===== config.mk =====
export PLATFORM = sky130hd
export DESIGN_NAME = shift_reg
export DESIGN_NICKNAME = d
export VERILOG_FILES = /design/src/rtl/shift_reg.sv
export SDC_FILE = /design/constraint.sdc
export NUM_CORES = 1
export LEC_CHECK = 0
export CAP_MARGIN = 30
export CELL_PAD_IN_SITES_DETAIL_PLACEMENT = 0
export CELL_PAD_IN_SITES_GLOBAL_PLACEMENT = 1
export CORE_AREA = 2 2 39 41
export CTS_BUF_LIST = sky130_fd_sc_hd__clkbuf_4
export CTS_CLUSTER_SIZE = 30
export DETAILED_ROUTE_END_ITERATION = 7
export DIE_AREA = 0 0 41 43
export PLACE_DENSITY = 0.59
export SLEW_MARGIN = 20
export SYNTH_ARGS = -nofsm -noshare
export SYNTH_HDL_FRONTEND = slang
export SYNTH_SLANG_ARGS = --single-unit

===== constraint.sdc =====
create_clock -name clk -period 0.9 [get_ports clk]
set_clock_uncertainty 0.2 [all_clocks]
set_input_delay 0.135 -clock clk [delete_from_list [all_inputs] [get_ports clk]]
set_output_delay 0.135 -clock clk [all_outputs]
set_load 0.01 [all_outputs]

===== src/rtl/shift_reg.sv =====
// Serial-in/serial-out shift register with synchronous parallel load.
// Load wins over shift; the asynchronous active-low reset clears everything.
module shift_reg #(
  parameter int unsigned N = 4
) (
  input  logic         clk,
  input  logic         res_n,
  input  logic         en,
  input  logic         din,
  input  logic         load_en,
  input  logic [N-1:0] load,
  output logic         dout
);

  logic [N-1:0] q_q;
  logic [N-1:0] q_d;
  logic [N-1:0] shifted;

  // A one-bit register has no lower bits to carry forward.
  if (N == 1) begin : g_single
    assign shifted = din;
  end else begin : g_multi
    assign shifted = {q_q[N-2:0], din};
  end

  always_comb begin
    q_d = q_q;
    if (load_en) begin
      q_d = load;
    end else if (en) begin
      q_d = shifted;
    end
  end

  always_ff @(posedge clk or negedge res_n) begin
    if (!res_n) begin
      q_q <= '0;
    end else begin
      q_q <= q_d;
    end
  end

  // Straight from the flop, so there is no combinational input-to-output path.
  assign dout = q_q[N-1];

endmodule


==> flow_summary.yaml, run 1 <==
setup_path:
  endpoint: "dout"
  crit_cells: 1
  critPathTopFamily: "flip-flops"
  cp_max_fo: 2
  crit_path_max_incr_delay_ns: 0.37
  r2r_end: "q_q[3]"
  crit_slowest_cell: "dfrtp_1"
  rrSetupSlack_ns: -0.07
  crit_buf_inv: 1
  crit_type: "reg -> out"
  arrival_ns: 0.74
  reg2regPathDepth: 2
  path_cells: "buf_2"
  crit_required_ns: 0.56
  r2r-start: "q_q[2]"
  cp-startpoint: "q_q[3]"
  start_kind: "flop"
  end_kind: "output port"
synth:
  synthTopCellsByArea: "dfrtp_1, mux2i_1, o21ai_1"
  synth_top_area_share_pct: 53.7
  synth_area_um2: 186
  syn_nets: 26
  ys_seq_elements: 4
  synthArstFlopShare_pct: 100
  synth_ff_type: "dfrtp_1"
  synth-edff-count: 0
  synth_common_cells: "dfrtp_1, mux2i_1, nand2_1, o21ai_1, buf_6"
  ys_types: 5
  avgSynthCellArea_um2: 11.0
  synthCells: 17
  yosysSeqAreaShare_pct: 53.7
  yosysTopAreaCell: "dfrtp_1"
  yosysWarnings: 0
cts:
  h-tree-depth: 1
  path_clk_slew_ns: 0.04
  insertion_delay_ns: 0.23
  post_cts_buffers: 0
  cts_inserted_buffers: 3
  cts_tree: "built"
  clk_path_buf_depth: 2
  clockRootBuffer: "clkbuf_4"
  clkSinkCount: 4
drt:
  drt_first_pass_iters: 3
  antenna_left: 0
  wl_per_cell_um: 8.59
  drc: 0
  vias: 157
  first_iter_violations: 1
  wl_um: 378
  viasPerCell: 3.57
sta:
  hold_viol_final: 4
  max_freq_ghz: 0.934
  tightest_slew_ns: 0.235
  rsz0062_at_grt: "true"
  maxSlewHeadroom_pct: 84.4
  setup_viol_count_final: 4
  period_minus_slack_ns: 1.07
  finalCritPeriodShare_pct: 119
  setup_slack_ns: -0.171
  fin_hold_ws_ns: -0.0981
  slew_violations: 0
placed_design:
  place_congestion: 0.582
  dp_slack_ns: -0.520
  numPortBuffers: 9
layout:
  regMostFlops: "q_q"
  multiInputGateArea_um2: 75.1
  regArea_um2: 100
  reg_top3: "q_q x4"
  area_delta_synth_final_pct: 61.1
  num-nets-final: 39
  largest_reg_flops: 4
  drive_above_1_share_pct: 14.3
  diodes: 0
  fillerInstances: 150
grt:
  antenna_found_initial: 0
  grt_pass1_vias: 162
  grt_util_all_layers_pct: 5.03
  grt_pass1_wl_um: 517
  grt_overflow_total: 0
  grt_max_degree: 9
status:
  violations: "negative hold slack, negative setup slack"
  status: "complete, but fails checks"
die:
  io_pins: 10
  dieArea_mm2: 0.00176
  core_mm2: 0.00138
  initial_core_util_pct: 13.5
  die_width_um: 41
  die_h_um: 43
  rows: 14
pwr:
  peakVddDrop_mv: 0.284
  powerDensity_mw_per_mm2: 1680
  p_leak_nw: 0.138
hold_path:
  min_path_type: "in -> async"
flow_run:
  drv_cap: 0
how the worst min path moves through the flow:
stage	from	endpoint	depth (start not counted)
floorplan	res_n	q_q[0]	0
global placement	res_n	q_q[0]	1
detailed placement	res_n	q_q[0]	1
CTS	res_n	q_q[0]	1
global route	res_n	q_q[3]	1
finish	res_n	q_q[0]	1
area by class of cell:
cell class	instances	area share, %
clock buffers	3	7.50
multi-input cells	12	25.0
flip-flops and latches	4	33.3
well taps	16	6.67
repair buffers	9	27.5
layer usage:
metal / up-vias / track usage (%) / wire length, um
li1: 81 / - / -
met1: 72 / 2.58 / 108
met2: 4 / 8.44 / 249
met3: 0 / 1.57 / 20
met4: 0 / 8.00 / 0
met5: - / 0 / 0
layout by cell type, fill, tap and decap left out:
master           netlist  layout
clkdlybuf4s50_1        0       6
mux2i_1                4       4
nand2_1                4       4
o21ai_1                4       4
dfrtp_1                4       4
clkbuf_4               0       3
dlygate4sd2_1          0       2
buf_2                  0       1
power by group:
part / internal (mW) / switching [mW] / total, mW
Combinational: 0.0477 / 0.0319 / 0.0795
Clock: 0.149 / 0.0669 / 0.216
Sequential: 0.199 / 0.00983 / 0.209
stage by stage:
stage	utilization, %	setup TNS [ns]	instance area, um2	cells	power [mW]
global route	21.7	-0.377	300	44	0.528
detailed placement	20.6	-2.21	285	41	0.301
global placement	20.6	-2.03	285	41	0.296
finish	21.7	-0.266	300	44	0.504
CTS	21.7	-0.292	300	44	0.515
floorplan	-	0	186	17	0.245
worst register-to-register path: cells and delay by family, from the launching register on:
family / cells / cell delay (ns)
AO/OA/AOI/OAI: 1 / 0.08
flip-flops: 1 / 0.37
multiplexers: 1 / 0.19
logic make-up (layout without fill, tap and decap cells):
logic type | Yosys count | count (layout) | synth area share [%]
flip-flops | 4 | 4 | 53.7
buffers and inverters | 1 | 12 | 6.04
multiplexers | 4 | 4 | 21.5
AND/OR/NAND/NOR | 4 | 4 | 8.05
AO/OA/AOI/OAI | 4 | 4 | 10.7
timing repair:
action                     CTS  global route
resized for setup            6             0
hold endpoints to repair     4             4
setup endpoints to repair    5             5
Power figures use the tool's default switching activity.
==> run 2, diff against run 1 <==
CAP_MARGIN = 20   (was 30)
==> results of run 2 <==
Same layout as run 1: the final DEF is identical, and so are final timing and power.
==> run 3, diff against run 2 <==
PLACE_DENSITY = 0.57   (was 0.59)
clock period = 1.15 ns   (was 0.9 ns; I/O delays follow)
==> flow_summary.yaml, run 3 (same netlist as run 1, synthesis figures left out) <==
status:
  status: "finished, final reports clean"
layout:
  diodes: 0
  regMostFlops: "q_q"
  reg_top3: "q_q x4"
  design_area_um2: 312
  fillerInstances: 145
  num-nets-final: 40
  layout_commonest_cell: "clkdlybuf4s50_1"
  largest_reg_flops: 4
  final_cell_mix: "clkdlybuf4s50_1, mux2i_1, nand2_1, o21ai_1, dfrtp_1"
  drive_above_1_share_pct: 13.8
  finish.utilization_pct: 22.5
  area_delta_synth_final_pct: 67.1
die:
  dieArea_mm2: 0.00176
  initial_core_util_pct: 13.5
  rows: 14
  die_width_um: 41
  die_h_um: 43
  io_pins: 10
  core_mm2: 0.00138
sta:
  rsz0062_at_grt: "false"
  period_minus_slack_ns: 1.10
  hold_viol_final: 0
  max_freq_ghz: 0.911
  setup_slack_ns: 0.0519
  finalCritPeriodShare_pct: 95.5
  setup_viol_count_final: 0
  tightest_slew_ns: 0.244
  maxSlewHeadroom_pct: 83.7
  slew_violations: 0
cts:
  clkSinkCount: 4
  h-tree-depth: 1
  insertion_delay_ns: 0.23
  clockRootBuffer: "clkbuf_4"
  post_cts_buffers: 0
  cts_inserted_buffers: 3
  path_clk_slew_ns: 0.03
  clk_path_buf_depth: 2
  cts_tree: "built"
drt:
  wl_um: 327
  viasPerCell: 3.44
  drt_first_pass_iters: 3
  wl_per_cell_um: 7.27
  vias: 155
  first_iter_violations: 3
  drc: 0
  antenna_left: 0
setup_path:
  path_cells: "buf_2"
  rrSetupSlack_ns: 0.25
  crit_path_max_incr_delay_ns: 0.36
  crit_required_ns: 0.78
  arrival_ns: 0.73
  crit_type: "reg -> out"
  crit_buf_inv: 1
  cp_max_fo: 2
  start_kind: "flop"
  critPathTopFamily: "flip-flops"
  crit_slowest_cell: "dfrtp_1"
  end_kind: "output port"
placed_design:
  dpl_cell_area_um2: 285
  dp_slack_ns: -0.244
  hpwl_um: 275
  numPortBuffers: 9
  place_congestion: 0.541
grt:
  grt_max_degree: 9
  grt_overflow_total: 0
  grt_pass1_wl_um: 496
  antenna_found_initial: 0
  grt_pass1_vias: 168
  grt_util_all_layers_pct: 4.83
pwr:
  powerDensity_mw_per_mm2: 1260
  peakVddDrop_mv: 0.220
  p_leak_nw: 0.141
flow_run:
  drv_cap: 0
hold_path:
  min_path_type: "in -> reg"
## run 3: cell count changes in the layout (fill, tap and decap cells not counted), sizes merged
cell           previous run  this run
clkdlybuf4s50             6         7
dlygate4sd3               0         1
dlygate4sd2               2         1
## run 3: metal layers
metal | global-route usage, % | routed length [um] | vias to the layer above
met1 | 2.27 | 100 | 70
met3 | 1.57 | 20 | 0
li1 | - | - | 82
met4 | 8.00 | 0 | 0
met5 | 0 | 0 | -
met2 | 8.13 | 206 | 3
## run 3: metrics by stage
step,std cells,TNS [ns],hold WS (ns),power (mW)
3_5_place_dp,41,-1.05,0.183,0.232
5_1_grt,45,0,0.312,0.417
2_1_floorplan,17,0,-0.323,0.192
6_report,45,0,0.300,0.391
3_3_place_gp,41,-0.991,0.185,0.231
4_1_cts,45,0,0.291,0.402
## run 3: worst paths after layout
check	end	from	cells after the start
min in group asynchronous	q_q[1]	res_n	2
hold / removal	q_q[3]	load[3]	3
hold reg to reg	q_q[0]	q_q[0]	2
setup reg to reg	q_q[2]	q_q[1]	2
setup / recovery	dout	q_q[3]	1
max in group asynchronous	q_q[2]	res_n	2
## run 3: worst min-delay path: cells and delay by family
kind	cells	cell delay [ns]
AOI/OAI and AO/OA	1	0.05
buffers and inverters	1	0.39
and+or+nand+nor	1	0.06
## run 3: what timing repair did
| action | 4_1_cts | 5_1_grt |
|---|---|---|
| gates resized for setup | 5 | 0 |
| hold endpoints to repair | 4 | 0 |
| hold buffers | 1 | 0 |
| endpoints found under the setup margin | 4 | 0 |
## run 3: area by class of cell
class / count / area (um2) / share of cell area, %
repair buffers: 10 / 93.8 / 30.1
well taps: 16 / 20.0 / 6.43
multi-input cells: 12 / 75.1 / 24.1
flip-flops and latches: 4 / 100 / 32.1
clock buffers: 3 / 22.5 / 7.23
## run 3: where the power goes
part / leakage [nW] / internal, mW / switching [mW]
Clock: 0.0138 / 0.116 / 0.0486
Sequential: 0.0486 / 0.156 / 0.00659
Combinational: 0.0785 / 0.0407 / 0.0237
Total: 0.141 / 0.313 / 0.0789
